==> config.mk <==
export PLATFORM = sky130hd
export DESIGN_NAME = regfile_sequencer
export DESIGN_NICKNAME = d
export VERILOG_FILES = /design/src/rtl/regfile_pkg.sv /design/src/rtl/rf_alu.sv /design/src/rtl/regfile_sequencer.sv
export SDC_FILE = /design/constraint.sdc
export NUM_CORES = 1
export LEC_CHECK = 0
export ABC_AREA = 1
export BUFFER_PORTS_ARGS = -buffer_cell sky130_fd_sc_hd__buf_2
export CORE_MARGIN = 5
export CORE_UTILIZATION = 25
export CTS_BUF_LIST = sky130_fd_sc_hd__clkbuf_8
export CTS_CLUSTER_SIZE = 30
export DETAILED_ROUTE_END_ITERATION = 8
export GPL_TIMING_DRIVEN = 0
export PLACE_DENSITY = 0.43
export SLEW_MARGIN = 10
export SYNTH_ARGS = -nofsm -noshare
export SYNTH_HDL_FRONTEND = slang
export SYNTH_SLANG_ARGS = --single-unit
==> constraint.sdc <==
create_clock -name clk -period 3.5 [get_ports clk]
set_input_delay 0.35 -clock clk [delete_from_list [all_inputs] [get_ports clk]]
set_output_delay 0.35 -clock clk [all_outputs]
set_load 0.01 [all_outputs]
==> src/rtl/regfile_pkg.sv <==
// Shared types for the register-file sequencer: op codes,
// FSM states and default bus widths.
package regfile_pkg;

  localparam int DEF_WIDTH  = 32;
  localparam int DEF_ADDR_W = 8;

  typedef enum logic [2:0] {
    MOV     = 3'd0,
    ADD     = 3'd1,
    SUB     = 3'd2,
    AND     = 3'd3,
    OR      = 3'd4,
    XOR     = 3'd5,
    SWAP    = 3'd6,
    ILLEGAL = 3'd7
  } rf_op_t;

  typedef enum logic [2:0] {
    IDLE   = 3'd0,
    READ   = 3'd1,
    WRITE  = 3'd2,
    WRITE2 = 3'd3,
    DONE   = 3'd4
  } seq_state_t;

endpackage

==> src/rtl/rf_alu.sv <==
// Combinational ALU for the sequencer.
// Ports: op, x, y in; result, carry out (carry = NOT borrow on SUB).
module rf_alu
  import regfile_pkg::*;
#(
  parameter int WIDTH = DEF_WIDTH
) (
  input  rf_op_t           op,
  input  logic [WIDTH-1:0] x,
  input  logic [WIDTH-1:0] y,
  output logic [WIDTH-1:0] result,
  output logic             carry
);

  logic [WIDTH:0] sum;

  always_comb begin
    sum    = '0;
    result = '0;
    carry  = 1'b0;
    unique case (op)
      MOV, SWAP: result = x;
      ADD: begin
        sum    = {1'b0, x} + {1'b0, y};
        result = sum[WIDTH-1:0];
        carry  = sum[WIDTH];
      end
      SUB: begin
        sum    = {1'b0, x} + {1'b0, ~y}
               + (WIDTH+1)'(1);
        result = sum[WIDTH-1:0];
        carry  = sum[WIDTH];
      end
      AND:     result = x & y;
      OR:      result = x | y;
      XOR:     result = x ^ y;
      default: result = '0;
    endcase
  end

endmodule

==> src/rtl/regfile_sequencer.sv <==
// Drives register_file control lines to run one command at a time.
// Ports: cmd_* in (valid/ready), rsp_* out (valid/ready),
// a/b read buses in, sel_a/sel_b/oe_a/oe_b/ld/in control out.
module regfile_sequencer
  import regfile_pkg::*;
#(
  parameter int WIDTH  = DEF_WIDTH,
  parameter int ADDR_W = DEF_ADDR_W
) (
  input  logic              clk,
  input  logic              rst,
  input  logic              cmd_valid,
  output logic              cmd_ready,
  input  logic [2:0]        cmd_op,
  input  logic [ADDR_W-1:0] cmd_src_a,
  input  logic [ADDR_W-1:0] cmd_src_b,
  input  logic [ADDR_W-1:0] cmd_dst,
  output logic              rsp_valid,
  input  logic              rsp_ready,
  output logic [WIDTH-1:0]  rsp_result,
  output logic              rsp_zero,
  output logic              rsp_carry,
  input  logic [WIDTH-1:0]  a,
  input  logic [WIDTH-1:0]  b,
  output logic [ADDR_W-1:0] sel_a,
  output logic [ADDR_W-1:0] sel_b,
  output logic              oe_a,
  output logic              oe_b,
  output logic              ld,
  output logic [WIDTH-1:0]  in
);

  seq_state_t        state;
  rf_op_t            op_q;
  rf_op_t            cmd_op_e;
  logic [ADDR_W-1:0] src_a_q;
  logic [ADDR_W-1:0] src_b_q;
  logic [ADDR_W-1:0] dst_q;
  logic [WIDTH-1:0]  opa_q;
  logic [WIDTH-1:0]  res_q;
  logic              carry_q;
  logic [WIDTH-1:0]  alu_res;
  logic              alu_carry;
  logic              is_swap;

  assign cmd_op_e = rf_op_t'(cmd_op);
  assign is_swap  = (op_q == SWAP);

  // ALU sees the live buses; its output is only
  // registered in READ, so X/Z elsewhere is ignored.
  rf_alu #(
    .WIDTH (WIDTH)
  ) u_alu (
    .op     (op_q),
    .x      (a),
    .y      (b),
    .result (alu_res),
    .carry  (alu_carry)
  );

  always_ff @(posedge clk) begin
    if (rst) begin
      state      <= IDLE;
      op_q       <= MOV;
      src_a_q    <= '0;
      src_b_q    <= '0;
      dst_q      <= '0;
      opa_q      <= '0;
      res_q      <= '0;
      carry_q    <= 1'b0;
      cmd_ready  <= 1'b1;
      rsp_valid  <= 1'b0;
      rsp_result <= '0;
      rsp_zero   <= 1'b0;
      rsp_carry  <= 1'b0;
      sel_a      <= '0;
      sel_b      <= '0;
      oe_a       <= 1'b0;
      oe_b       <= 1'b0;
      ld         <= 1'b0;
      in         <= '0;
    end else begin
      unique case (state)
        IDLE: begin
          if (cmd_valid) begin
            op_q      <= cmd_op_e;
            src_a_q   <= cmd_src_a;
            src_b_q   <= cmd_src_b;
            dst_q     <= cmd_dst;
            cmd_ready <= 1'b0;
            if (cmd_op_e == ILLEGAL) begin
              state      <= DONE;
              rsp_valid  <= 1'b1;
              rsp_result <= '0;
              rsp_zero   <= 1'b1;
              rsp_carry  <= 1'b0;
            end else begin
              state <= READ;
              sel_a <= cmd_src_a;
              sel_b <= cmd_src_b;
              oe_a  <= 1'b1;
              oe_b  <= (cmd_op_e != MOV);
            end
          end
        end
        READ: begin
          opa_q   <= a;
          res_q   <= is_swap ? a : alu_res;
          carry_q <= alu_carry;
          oe_a    <= 1'b0;
          oe_b    <= 1'b0;
          ld      <= 1'b1;
          sel_b   <= '0;
          sel_a   <= is_swap ? src_a_q : dst_q;
          in      <= is_swap ? b : alu_res;
          state   <= WRITE;
        end
        WRITE: begin
          if (is_swap) begin
            state <= WRITE2;
            sel_a <= src_b_q;
            in    <= opa_q;
          end else begin
            state      <= DONE;
            ld         <= 1'b0;
            sel_a      <= '0;
            in         <= '0;
            rsp_valid  <= 1'b1;
            rsp_result <= res_q;
            rsp_zero   <= (res_q == '0);
            rsp_carry  <= carry_q;
          end
        end
        WRITE2: begin
          state      <= DONE;
          ld         <= 1'b0;
          sel_a      <= '0;
          in         <= '0;
          rsp_valid  <= 1'b1;
          rsp_result <= res_q;
          rsp_zero   <= (res_q == '0);
          rsp_carry  <= carry_q;
        end
        DONE: begin
          if (rsp_ready) begin
            state     <= IDLE;
            rsp_valid <= 1'b0;
            cmd_ready <= 1'b1;
          end
        end
        default: begin
          state     <= IDLE;
          cmd_ready <= 1'b1;
          rsp_valid <= 1'b0;
          oe_a      <= 1'b0;
          oe_b      <= 1'b0;
          ld        <= 1'b0;
        end
      endcase
    end
  end

endmodule
Word level (Yosys, flattened, before mapping)

Index checks and enable logic that the tools add are counted.
Widths: inputs -> output; s select.

Register bits: 182
Latch bits: 0
Bits in writable memories: 0
Bits in read-only memories: 0
Input port bits: 95
Output and inout bits: 87
Logic and storage cells: 112
Memories kept: 0

Add/sub/neg operators: 3
Multiply operators: 0
Div/mod/pow operators: 0
$lt $le $gt $ge: 0
Eq/ne operators: 16
Shift operators: 0
Muxes and demuxes: 45
Bitwise logic cells: 8
Reductions and logical operators: 21

Operators with widths:

| kind                  | number |
|---|---|
| $mux 32               | 6 |
| $pmux 32 s3           | 2 |
| $pmux 32 s6           | 1 |
| $add 32x32->33        | 2 |
| $mux 8                | 6 |
| $add 33x1->33 const B | 1 |
| $and 32x32->32        | 1 |
| $logic_not 32->1      | 1 |
| $not 32->32           | 1 |
| $or 32x32->32         | 1 |
| $pmux 8 s4            | 1 |
| $xor 32x32->32        | 1 |
| $pmux 8 s2            | 1 |
| $eq 3x3->1 const B    | 5 |
| $mux 1                | 15 |
| $pmux 3 s5            | 1 |
| $eq 3x2->1 const B    | 4 |
| $mux 3                | 4 |
| $pmux 1 s3            | 4 |
| $reduce_and 3->1      | 4 |
| $ne 2x2->1 const B    | 5 |
| $reduce_bool 3->1     | 3 |
| $eq 3x1->1 const B    | 2 |
| $logic_not 3->1       | 2 |
| 10 further kinds      | 19 |

Longest topological paths before layout

Gate-level depths: netlist (run 1).

Depth after elaboration: 6
Depth in mapped cells: 19
Gate-level depth less buffers: 18

Hierarchy

A second synthesis (run 1) with hierarchy kept.

Cell total of the unflattened synthesis: 2391
Area total of the unflattened synthesis: 14201.1 µm²

By module, submodules not included:

| module            | instances | cells an instance | area each (µm²) | sequential area each (µm²) |
|---|---|---|---|---|
| regfile_sequencer | 1         | 1103              | 7736.2          | 3643.5 |
| rf_alu            | 1         | 1288              | 6465.0          | 0.0 |

Worst setup path before layout (run 1)

OpenSTA, ideal clock, no wires.

Path kind: input-to-reg
Start point: input a[0]
End point: register in[30]
Setup time: 0.119 ns
Data arrival time: 1.986 ns
Required time: 3.381 ns
Path slack: 1.394 ns
Cell stages on the path: 17
Path buffers: 0
Cell sequence: inv_1 -> ha_1 -> fa_1 -> inv_1 -> nand3_1 -> nand3_1 -> nand2_1 -> nand3_1 -> nand2_1 -> nand2_1 -> nand2_1 -> nand3_1 -> nand3_1 -> nand2_1 -> nand2_1 -> nand2_1 -> a21oi_1

Word-level cells in the longest chain between the ends: 5
Elaborated cells on any way between the ends: 6
Classes of those cells: 3 x add/sub; 3 x mux

Ends and longest elaborated chain:

| element              | line                     | RTL |
|---|---|---|
| from (decl)          | regfile_sequencer.sv:23  | `input logic [WIDTH-1:0] a,` |
| $add 32x32->33       | rf_alu.sv:29             | `sum = {1'b0, x} + {1'b0, ~y}` |
| $add 33x1->33        | rf_alu.sv:30             | `+ (WIDTH+1)'(1);` |
| $pmux 32 s6 *        | rf_alu.sv:21             | `unique case (op)` |
| $mux 32 *            | regfile_sequencer.sv:115 | `in <= is_swap ? b : alu_res;` |
| $pmux 32 s3 *        | regfile_sequencer.sv:83  | `unique case (state)` |
| to (signal assigned) | regfile_sequencer.sv:115 |  |
| to (signal assigned) | regfile_sequencer.sv:122 | `in <= opa_q;` |
| to (decl)            | regfile_sequencer.sv:30  | `output logic [WIDTH-1:0] in` |

Mark *: on every way between the ends. The rest lies on a longest branch, timed or not.
A chain may end at the register's enable or synchronous reset.

Worst setup path after layout (run 1)

Start point: register op_q[2]
End point: register in[25]

Word-level cells in the longest chain between the ends: 5
Elaborated cells on any way between the ends: 12
Classes of those cells: 6 x eq/ne; 4 x mux; 2 x reduce/logical

Ends and longest elaborated chain:

| element                                              | line                                  | RTL |
|---|---|---|
| from (decl)                                          | regfile_sequencer.sv:34               | `rf_op_t op_q;` |
| from (signal assigned)                               | regfile_sequencer.sv:86               | `op_q <= cmd_op_e;` |
| $eq 3x3->1 / $logic_not 3->1 (equally long branches) | rf_alu.sv:21, regfile_sequencer.sv:47 |  |
| $reduce_or 2->1                                      | rf_alu.sv:21                          |  |
| $pmux 32 s6                                          | rf_alu.sv:21                          |  |
| $mux 32                                              | regfile_sequencer.sv:115              |  |
| $pmux 32 s3 *                                        | regfile_sequencer.sv:83               |  |

Marks and branches as above.

==> results of run 1 <==
==> state kept, by name, summed over array words and instances (netlist names) <==
register / flops
in: 32
opa_q: 32
res_q: 32
rsp_result: 32
dst_q: 8
sel_a: 8
sel_b: 8
src_a_q: 8
src_b_q: 8
op_q: 3
state: 3
carry_q: 1
cmd_ready: 1
ld: 1
oe_a: 1
oe_b: 1
rsp_carry: 1
rsp_valid: 1
rsp_zero: 1
==> cell usage in the layout, fill, tap and decap left out, types with 2 or more instances in the layout <==
cell        instances
inv_6               2
nor4_1             10
buf_1               7
ha_1              106
a21o_1              2
a21oi_1           236
nand4_1            13
nor3_2              2
diode_2             3
nor2_4              4
clkbuf_8           19
nor3_1             13
a211oi_1           14
o22ai_1            33
inv_1             331
buf_2             214
a22oi_1            31
dfxtp_1           182
o21ai_1             9
clkinv_2            2
o221ai_1            3
xor2_1              2
inv_2               7
o211ai_1            5
nor2_2              3
fa_1                2
nor2_1            181
clkbuf_1           64
clkinvlp_4          2
a221oi_1           10
o21ai_0           158
nand2_1           620
buf_6               3
a31oi_1             3
nand3_1           129
nand2_2             2
o21bai_1           10
bufinv_16           4
==> cell families after synthesis <==
| logic type | after synthesis |
|---|---|
| AND/OR/NAND/NOR | 980 |
| buffers and inverters | 447 |
| AO/OA/AOI/OAI | 520 |
| adder cells (fa/ha/maj) | 108 |
| XOR/XNOR | 2 |
| flip-flops | 182 |
==> per-layer routing <==
metal	part of all wire, %	up-vias
li1	-	7639
met1	47	7205
met2	44	519
met3	6.2	76
met4	2.6	0
met5	0	-
==> power groups by stage <==
| stage | clock network [mW] | registers, mW | logic [mW] |
|---|---|---|---|
| floorplan | 0 | 3.14 | 3.56 |
| finish | 1.63 | 3.14 | 6.01 |
| global placement | 0 | 3.17 | 5.94 |
| detailed placement | 0 | 3.17 | 5.94 |
| global route | 1.75 | 3.21 | 6.62 |
| CTS | 1.66 | 3.13 | 5.97 |
==> worst paths after layout <==
kind	from	end	slack, ps	depth (start not counted)
worst max-delay path	op_q[2]	in[25]	310	10
worst min-delay path	cmd_src_a[5]	src_a_q[5]	100	3
worst max register to register	op_q[2]	in[25]	310	10
worst min register to register	src_b_q[7]	src_b_q[7]	470	2
==> layout make-up <==
cell class | instances | area [um2] | area share, %
flip-flops and latches | 182 | 3640 | 23.0
multi-input cells | 1610 | 8230 | 52.0
diodes | 3 | 7.51 | 0.0474
inverters | 337 | 1270 | 8.00
plain buffers | 110 | 483 | 3.05
clock buffers | 19 | 262 | 1.65
well taps | 696 | 871 | 5.50
repair buffers | 180 | 901 | 5.68
clock inverters | 13 | 179 | 1.13
==> metrics by stage <==
step / area (um2) / std cells / setup slack [ps] / power (mW)
after floorplan: 13600 / 2239 / 1390 / 6.70
after global placement: 15400 / 3115 / 253 / 9.11
after detailed placement: 15400 / 3115 / 378 / 9.11
after CTS: 15800 / 3147 / 364 / 10.8
after global routing: 15800 / 3149 / 171 / 11.6
final: 15800 / 3150 / 315 / 10.8
==> worst min-delay path: cells and delay by family <==
| kind | cells | cell delay, ps |
|---|---|---|
| buffers and inverters | 1 | 90 |
| AND/OR/NAND/NOR | 2 | 130 |
==> metrics.md, run 1 <==
| Metric | Value |
|---|---|
| Slowest stage delay, CP | roughly 770 ps |
| Mapped Area | between 0.01 and 0.015 mm2 |
| Core Rows | 85 |
| Aggregate global routing overflow | 0 |
| Synth Area in Simple Gates | just under 30% |
| Fraction of layout cells with a size suffix above 1 | a little over a tenth |
| Drt wl/cell | between 20 and 25 um |
| Cell variety after synth | 44 |
| CP arrival | 3570 ps |
| Cell Pwr Density | 680 mW/mm2 |
| Combinational power share | between 50% and 60% |
| Sw Ratio | ~50% |
| DIE AREA | 0.0593 mm2 |
| Critical Path Slowest Stage Cell | a221oi_1 |
| Critical path class | register to register |
| XOR/XNOR share of the synthesized area | 0.129% |
| Post-synth top cells | nand2_1, inv_1, a21oi_1 |
| PortBufs | 180 |
| DRT iter0 DRCs | about 1.3k |
| First-pass GRT wire length | about 94000 um |
| RePlAce Congestion | just over 0.9 |
| Hold WS | roughly 100 ps |
| CTS tree | yes |
| Clk slew on worst S/H paths | approximately 100 ps |
| Compound-Gate Fraction of Synth Area | 21.1% |
| Io pins | roughly 180 |
| Layout area overhead | 16.3% |
| Worst Tran Pin Value | between 1000 and 1500 ps |
| Worst EP required | roughly 3900 ps |
| Yosys top cell area share | a little over a quarter |
| CTS Buf Count | 17 |
| Fmax | ~310 MHz |
| Area leader, netlist | dfxtp_1 |
| Maximum clock path buffer count | 2 |
| Sw power | approximately 5.5 mW |
| Vias/cell | 4.90 |
| Mean post-synth cell area | between 6 and 7 um2 |
| Post-CTS Setup Bufs | 0 |
| Crit path buffers/inverters | 3 |
| Number of fill cells in the layout | 6144 |
| # DRC | 0 |
| Flop pwr share | between 20 and 30% |
| Crit start category | register |
| Initial antenna violation count | 3 |
| Max_slew headroom | a little over a quarter |
| Total leakage power | around 8 nW |
| DRT antenna net count | 0 |
| CP Capture Type | register |
| Grt met3 use | approximately 3.7% |
| Nets | 2641 |
| Clock skew | 18.1 ps |
| Ys flop type | dfxtp_1 |
| Most frequent cell after synthesis | nand2_1 |
| GR Layer Usage met1 | around 30% |
| Status | finished, final reports clean |
| CTS root buffer | clkbuf_8 |
| Largest net degree at the start of global routing | 17 |
| Cts hold-fix bufs | 0 |
| Max Cap Violations | 0 |
| # setup viols final | 0 |
| Post-layout util | between 20 and 30% |
| VDD IR-drop max | ~350 uV |
| Final min period | approximately 3200 ps |
| Cell-internal power | roughly 5.2 mW |
| Initial Util | between 20 and 30% |
| Most frequent CP cell | nand2_1 |
| Vias in the first global route | 14.7k |
| GRT Max-Usage Layer | met2 |
| RSZ-0062 raised after global routing | no |
| Mux contribution to synthesized area | 0% |
| Post-synth EDFFs | 0 |
| Synth async-reset ratio | 0% |
| Warnings, synthesis | 0 |
| Global Route Usage Sum | a little over a fifth |
| # H-tree levels | 4 |
| Sequential area share after synthesis | 26.7% |
| Die X | ~240 um |
| Fin. Hold Viols | 0 |
| DPL Wire Length | about 54000 um |
| Crit-path leading delay family | simple AND/OR/NAND/NOR gates |
| #FFs+latches synth | approximately 180 |
| Skew-Pair Late Insertion Delay | 490 ps |
| # resized after CTS | 0 |
| Final worst-path cycle share | between 90% and 100% |
| Total Wirelength | about 64000 um |
| Clk network pwr share | roughly 15% |
| Worst Path Max Fanout | 10 |
| Adder-Cell Fraction of Synth Area | between 10% and 20% |
| Cell breakdown of the critical path | inv_1 > nand3_1 > inv_1 > clkbuf_1 > a221oi_1 > nand3_1 > nand2_1 > nand2_1 > nand2_1 > a21oi_1 |
| Post-synthesis net count | between 2k and 2.5k |
| Cells after Synth | about 2.2k |
| Initial DRT Pass Iterations | 6 |
| Top post-synthesis cells by area | dfxtp_1, nand2_1, ha_1 |
| Slew Viols, Final | 0 |
| Clk sinks | 182 |
| Fin Setup TNS | 0 ps |
| DR vias | 15.4k |
| Die span in y | 243 um |
| Core area | 0.0539 mm2 |
| Largest family of logic cells by synthesized area | simple AND/OR/NAND/NOR gates |
| GR Util met2 | about a third |
| Min-delay worst type | primary input to register |
Power figures use the tool's default switching activity.
==> inputs of run 2 (changes only) <==
--- a/config.mk
+++ b/config.mk
@@ -10,10 +10,8 @@
 export CORE_MARGIN = 5
 export CORE_UTILIZATION = 25
 export CTS_BUF_LIST = sky130_fd_sc_hd__clkbuf_8
-export CTS_CLUSTER_SIZE = 30
 export DETAILED_ROUTE_END_ITERATION = 8
 export GPL_TIMING_DRIVEN = 0
-export PLACE_DENSITY = 0.43
 export SLEW_MARGIN = 10
 export SYNTH_ARGS = -nofsm -noshare
 export SYNTH_HDL_FRONTEND = slang
==> constraint.sdc (replaced) <==
create_clock -name clk -period 3.5 [get_ports clk]
set_input_delay 0.35 -clock clk [delete_from_list [all_inputs] [get_ports clk]]
set_output_delay 0.35 -clock clk [all_outputs]
set_load 0.05 [all_outputs]
==> run 2 against run 1 <==
  * Critical endpoint is now in[24]
  * Clock power shrank 3%
  * Fmax up 2.8%
  * Sequential share of layout area about the same
  * Global-route usage decreased by 1.6 points
==> metrics.md, run 2 (synthesis results as in run 1) <==
| Metric | Value |
|---|---|
| Aggregate global routing overflow | 0 (unchanged) |
| GR Layer Usage met1 | 27.1% (was 29.2%) |
| Nets | 2641 (unchanged) |
| Total Wirelength | 59700 um (was 64200 um) |
| Vias in the first global route | 14.3k (was 14.7k) |
| Final worst slack | 400 ps (was 315 ps) |
| Flop pwr share | 28.2% (was 29.1%) |
| Worst Path Max Fanout | 10 (unchanged) |
| Worst Tran Pin Value | 955 ps (was 1110 ps) |
| Min-delay worst type | primary input to register (unchanged) |
| Layout area overhead | 16.2% (was 16.3%) |
| Clk sinks | 182 (unchanged) |
| Die X | 243 um (unchanged) |
| Vias/cell | 4.93 (was 4.90) |
| DR vias | 15.5k (was 15.4k) |
| Cts hold-fix bufs | 0 (unchanged) |
| R2r setup slk | 400 ps (was 310 ps) |
| DIE AREA | 0.0593 mm2 (unchanged) |
| CTS root buffer | clkbuf_8 (unchanged) |
| Sw Ratio | 53.7% (was 51.4%) |
| Post-route cell area | 0.0158 mm2 (about the same) |
| Combinational power share | 57.6% (was 55.7%) |
| Number of fill cells in the layout | 6142 (was 6144) |
| Critical path class | register to register (unchanged) |
| Post-CTS Setup Bufs | 0 (unchanged) |
| Multi-input logic area | 0.00823 mm2 (unchanged) |
| CP Capture Type | register (unchanged) |
| Final min period | 3100 ps (was 3190 ps) |
| Place WS | 470 ps (was 378 ps) |
| Clock skew | 19.5 ps (was 18.1 ps) |
| Die span in y | 243 um (unchanged) |
| Core Rows | 85 (unchanged) |
| Fraction of layout cells with a size suffix above 1 | 11.0% (about the same) |
| Largest net degree at the start of global routing | 18 (was 17) |
| GR Util met2 | 30.1% (was 33.0%) |
| # setup viols final | 0 (unchanged) |
| Fin Setup TNS | 0 ps (unchanged) |
| Placed Area | 0.0154 mm2 (unchanged) |
| First-pass GRT wire length | 88200 um (was 93700 um) |
| Initial antenna violation count | 7 (was 3) |
| CP arrival | 3470 ps (was 3570 ps) |
| # DRC | 0 (unchanged) |
| RSZ-0062 raised after global routing | no (unchanged) |
| Worst EP required | 3870 ps (was 3890 ps) |
| Drt wl/cell | 19.0 um (was 20.4 um) |
| CTS Buf Count | 17 (unchanged) |
| RePlAce Congestion | 0.978 (was 0.925) |
| Grt met3 use | 3.42% (was 3.75%) |
| Power Total | 11.1 mW (was 10.8 mW) |
| DPL Wire Length | 49300 um (was 53800 um) |
| Fin. Hold Viols | 0 (unchanged) |
| Slew Viols, Final | 0 (unchanged) |
| Seq. cell area | 0.00364 mm2 (unchanged) |
| Sw power | 5.98 mW (was 5.54 mW) |
| Fmax | 323 MHz (was 314 MHz) |
| Skew-Pair Late Insertion Delay | 490 ps (about the same) |
| Core area | 0.0539 mm2 (unchanged) |
| Clk slew on worst S/H paths | 100 ps (about the same) |
| Commonest non-fill, non-tap cell in the layout | nand2_1 (unchanged) |
| Max_slew headroom | 36.3% (was 26.1%) |
| PortBufs | 180 (unchanged) |
| CTS tree | yes (unchanged) |
| Io pins | 182 (unchanged) |
| Crit start category | register (unchanged) |
| Total leakage power | 8.11 nW (was 8.13 nW) |
| Global Route Usage Sum | 19.2% (was 20.8%) |
| # resized after CTS | 0 (unchanged) |
| Initial Util | 25.3% (unchanged) |
| Status | finished, final reports clean (unchanged) |
| VDD IR-drop max | 467 uV (was 352 uV) |
| Final worst-path cycle share | 88.6% (was 91.0%) |
| Cell-internal power | 5.15 mW (was 5.24 mW) |
| Maximum clock path buffer count | 2 (unchanged) |
| GRT Max-Usage Layer | met2 (unchanged) |
| DRT antenna net count | 0 (unchanged) |
| Clk network pwr share | 14.2% (was 15.1%) |
| Initial DRT Pass Iterations | 6 (unchanged) |
| # H-tree levels | 4 (unchanged) |
| Cell Pwr Density | 703 mW/mm2 (was 680 mW/mm2) |
| DRT iter0 DRCs | 1637 (was 1287) |
| Most frequent cells in the layout | nand2_1, inv_1, a21oi_1 (unchanged) |
| Max Cap Violations | 0 (unchanged) |
## run 2: final timing paths
kind,start,endpoint,depth (start not counted)
max,op_q[1],in[24],12
min,cmd_src_b[1],src_b_q[1],3
max reg2reg,op_q[1],in[24],12
min reg2reg,dst_q[6],dst_q[6],2
## run 2: critical path: stages (launching register included)
cell and delay, ps:
dfxtp_1 460, nor2_1 120, inv_1 300, nor2_2 200, inv_2 290, buf_2 440, o22ai_1 120, a211oi_1 410
nand3_1 280, nand2_1 170, nand2_1 60, nand2_1 60, a21oi_1 70
## run 2: area by class of cell
cell class / count / area share [%]
inverter: 337 / 8.00
timing repair buffer: 180 / 5.69
tap: 696 / 5.50
clock buffer: 17 / 1.48
multi-input combinational: 1610 / 52.0
buffer: 110 / 3.05
clock inverter: 14 / 1.23
antenna: 2 / 0.0316
sequential: 182 / 23.0
## run 2: power groups by stage
stage / Combinational (mW) / Clock [mW] / Sequential, mW
global route: 7.01 / 1.67 / 3.20
global placement: 6.27 / 0 / 3.17
CTS: 6.30 / 1.59 / 3.12
floorplan: 3.56 / 0 / 3.76
finish: 6.42 / 1.58 / 3.14
detailed placement: 6.27 / 0 / 3.17
## run 2: stage by stage
stage | hold slack (ps) | instances | util [%]
4_1_cts | 82.4 | 3146 | 29.4
2_1_floorplan | 430 | 2239 | -
3_3_place_gp | 441 | 3115 | 28.6
6_report | 110 | 3148 | 29.4
5_1_grt | 112 | 3146 | 29.4
3_5_place_dp | 447 | 3115 | 28.6
## run 2: routing by layer
metal  routed length (um)  up-vias
met5                   65        -
met4                 1790       10
met3                 4860      101
met2                25900      694
met1                27200     7127
li1                     -     7601
==> inputs of run 3 (changes only) <==
--- a/config.mk
+++ b/config.mk
@@ -7,11 +7,14 @@
 export LEC_CHECK = 0
 export ABC_AREA = 1
 export BUFFER_PORTS_ARGS = -buffer_cell sky130_fd_sc_hd__buf_2
+export CELL_PAD_IN_SITES_DETAIL_PLACEMENT = 1
+export CELL_PAD_IN_SITES_GLOBAL_PLACEMENT = 2
 export CORE_MARGIN = 5
 export CORE_UTILIZATION = 25
 export CTS_BUF_LIST = sky130_fd_sc_hd__clkbuf_8
 export DETAILED_ROUTE_END_ITERATION = 8
 export GPL_TIMING_DRIVEN = 0
+export PLACE_DENSITY_LB_ADDON = 0.1
 export SLEW_MARGIN = 10
 export SYNTH_ARGS = -nofsm -noshare
 export SYNTH_HDL_FRONTEND = slang
==> run 3 against run 2 <==
  * Largest power group unchanged
  * Utilization grew 0.056 points
  * Critical path depth shrank 2
  * Final cell count is essentially flat
==> metrics.md, run 3 (synthesis results as in run 1) <==
| Metric | Value |
|---|---|
| Max Cap Violations | 0 (unchanged) |
| Final min period | 3400 ps (was 3100 ps) |
| Skew-Pair Late Insertion Delay | 490 ps (about the same) |
| Max_slew headroom | 29.1% (was 36.3%) |
| DR vias | 15.5k (about the same) |
| Worst Tran Pin Value | 1060 ps (was 955 ps) |
| Most frequent CP cell | nand2_1 (unchanged) |
| Commonest non-fill, non-tap cell in the layout | nand2_1 (unchanged) |
| CTS root buffer | clkbuf_8 (unchanged) |
| Largest net degree at the start of global routing | 17 (was 18) |
| RSZ-0062 raised after global routing | no (unchanged) |
| Clk sinks | 182 (unchanged) |
| Core Rows | 85 (unchanged) |
| Initial Util | 25.3% (unchanged) |
| PortBufs | 180 (unchanged) |
| Power Total | 11.6 mW (was 11.1 mW) |
| # resized after CTS | 0 (unchanged) |
| Hold WS | 106 ps (was 110 ps) |
| Initial antenna violation count | 2 (was 7) |
| DPL Wire Length | 58400 um (was 49300 um) |
| Worst EP required | 3890 ps (was 3870 ps) |
| Initial DRT Pass Iterations | 5 (was 6) |
| VDD IR-drop max | 313 uV (was 467 uV) |
| Crit path buffers/inverters | 3 (unchanged) |
| CTS tree | yes (unchanged) |
| First-pass GRT wire length | 103000 um (was 88200 um) |
| Antenna Cells | 0 (was 2) |
| # DRC | 0 (unchanged) |
| DRT antenna net count | 0 (unchanged) |
| Io pins | 182 (unchanged) |
| Post-route cell area | 0.0159 mm2 (was 0.0158 mm2) |
| DRT iter0 DRCs | 731 (was 1637) |
| Slowest stage delay, CP | 810 ps (was 460 ps) |
| Min-delay worst type | primary input to register (unchanged) |
| Die X | 243 um (unchanged) |
| RePlAce Congestion | 0.898 (was 0.978) |
| Aggregate global routing overflow | 0 (unchanged) |
| Number of fill cells in the layout | 7040 (was 6142) |
| CTS Buf Count | 17 (unchanged) |
| Layout area overhead | 16.4% (was 16.2%) |
| # H-tree levels | 4 (unchanged) |
| CP arrival | 3790 ps (was 3470 ps) |
| Post-layout util | 29.4% (about the same) |
| Global Route Usage Sum | 22.7% (was 19.2%) |
| Fraction of layout cells with a size suffix above 1 | 11.0% (about the same) |
| Clock skew | 11.5 ps (was 19.5 ps) |
| Critical Path Slowest Stage Cell | a221oi_1 (was dfxtp_1) |
| Cell Pwr Density | 730 mW/mm2 (was 703 mW/mm2) |
| Final worst-path cycle share | 97.2% (was 88.6%) |
| Vias/cell | 4.92 (was 4.93) |
| Crit start category | register (unchanged) |
| Clk slew on worst S/H paths | 100 ps (about the same) |
| Post-CTS Setup Bufs | 0 (unchanged) |
| Total leakage power | 8.15 nW (was 8.11 nW) |
| Core area | 0.0539 mm2 (unchanged) |
| Critical path class | register to register (unchanged) |
| Cts hold-fix bufs | 0 (unchanged) |
| Seq. cell area | 0.00364 mm2 (unchanged) |
| CP Capture Type | register (unchanged) |
| Total Wirelength | 69200 um (was 59700 um) |
| Nets | 2641 (unchanged) |
| Placed cell count | 3115 (unchanged) |
| Final Non-Filler Cells | 3147 (was 3148) |
| Crit-path leading delay family | simple AND/OR/NAND/NOR gates (was buffers and inverters) |
| Fin Setup TNS | 0 ps (unchanged) |
| Most frequent cells in the layout | nand2_1, inv_1, a21oi_1 (unchanged) |
| Slew Viols, Final | 0 (unchanged) |
| Placed Area | 0.0154 mm2 (unchanged) |
| Vias in the first global route | 16.3k (was 14.3k) |
| # setup viols final | 0 (unchanged) |
| Die span in y | 243 um (unchanged) |
| Maximum clock path buffer count | 2 (unchanged) |
| Cell breakdown of the critical path | inv_1 > nand3_1 > inv_1 > clkbuf_1 > a221oi_1 > nand3_1 > nand2_1 > nand2_1 > nand2_1 > a21oi_1 (was nor2_1 > inv_1 > nor2_2 > inv_2 > buf_2 > o22ai_1 > a211oi_1 > nand3_1 > nand2_1 > nand2_1 > nand2_1 > a21oi_1) |
| Worst Path Max Fanout | 10 (unchanged) |
| Final worst slack | 99.7 ps (was 400 ps) |
| Multi-input logic area | 0.00823 mm2 (unchanged) |
| Place WS | 131 ps (was 470 ps) |
| Fmax | 294 MHz (was 323 MHz) |
| Drt wl/cell | 22.0 um (was 19.0 um) |
| Fin. Hold Viols | 0 (unchanged) |
| Status | finished, final reports clean (unchanged) |
| DIE AREA | 0.0593 mm2 (unchanged) |
run 3: cell count changes in the layout (fill, tap and decap cells not counted):
cell / delta
buf_1: -1
bufinv_16: +1
clkbuf_2: +1
clkbuf_8: +6
clkinv_2: +2
clkinv_8: -1
clkinvlp_4: -3
diode_2: -2
inv_1: +1
inv_6: -1
inv_8: -4
run 3: routing by layer:
layer	wire (um)	track usage, %	vias to the layer above
met3	2220	2.54	70
met5	13	0	-
li1	-	-	7605
met2	32400	38.7	294
met4	1560	5.46	2
met1	33100	30.9	7499
run 3: worst min-delay path, stage by stage:
cell and delay (ps):
buf_2 90, nor2_1 40, nor2_1 80
run 3: layout make-up:
type                    count  share of cell area (%)
clock inverters             9                   0.923
repair buffers            180                    5.68
well taps                 696                    5.49
flip-flops and latches    182                    23.0
inverters                 337                    7.99
multi-input cells        1610                    51.9
clock buffers              23                    2.00
plain buffers             110                    3.05
run 3: worst paths after layout:
check | from | to | depth (start not counted) | slack, ps
worst max-delay path | op_q[2] | in[25] | 10 | 100
worst min-delay path | cmd_src_a[1] | src_a_q[1] | 3 | 110
worst min register to register | dst_q[3] | dst_q[3] | 2 | 460
worst max register to register | op_q[2] | in[25] | 10 | 100
run 3: where the power goes:
group	leakage [nW]	switching (mW)	internal (mW)	total (mW)
logic	6.42	5.04	1.70	6.74
registers	1.49	0.440	2.73	3.17
clock network	0.244	0.775	0.888	1.66
total	8.15	6.26	5.32	11.6
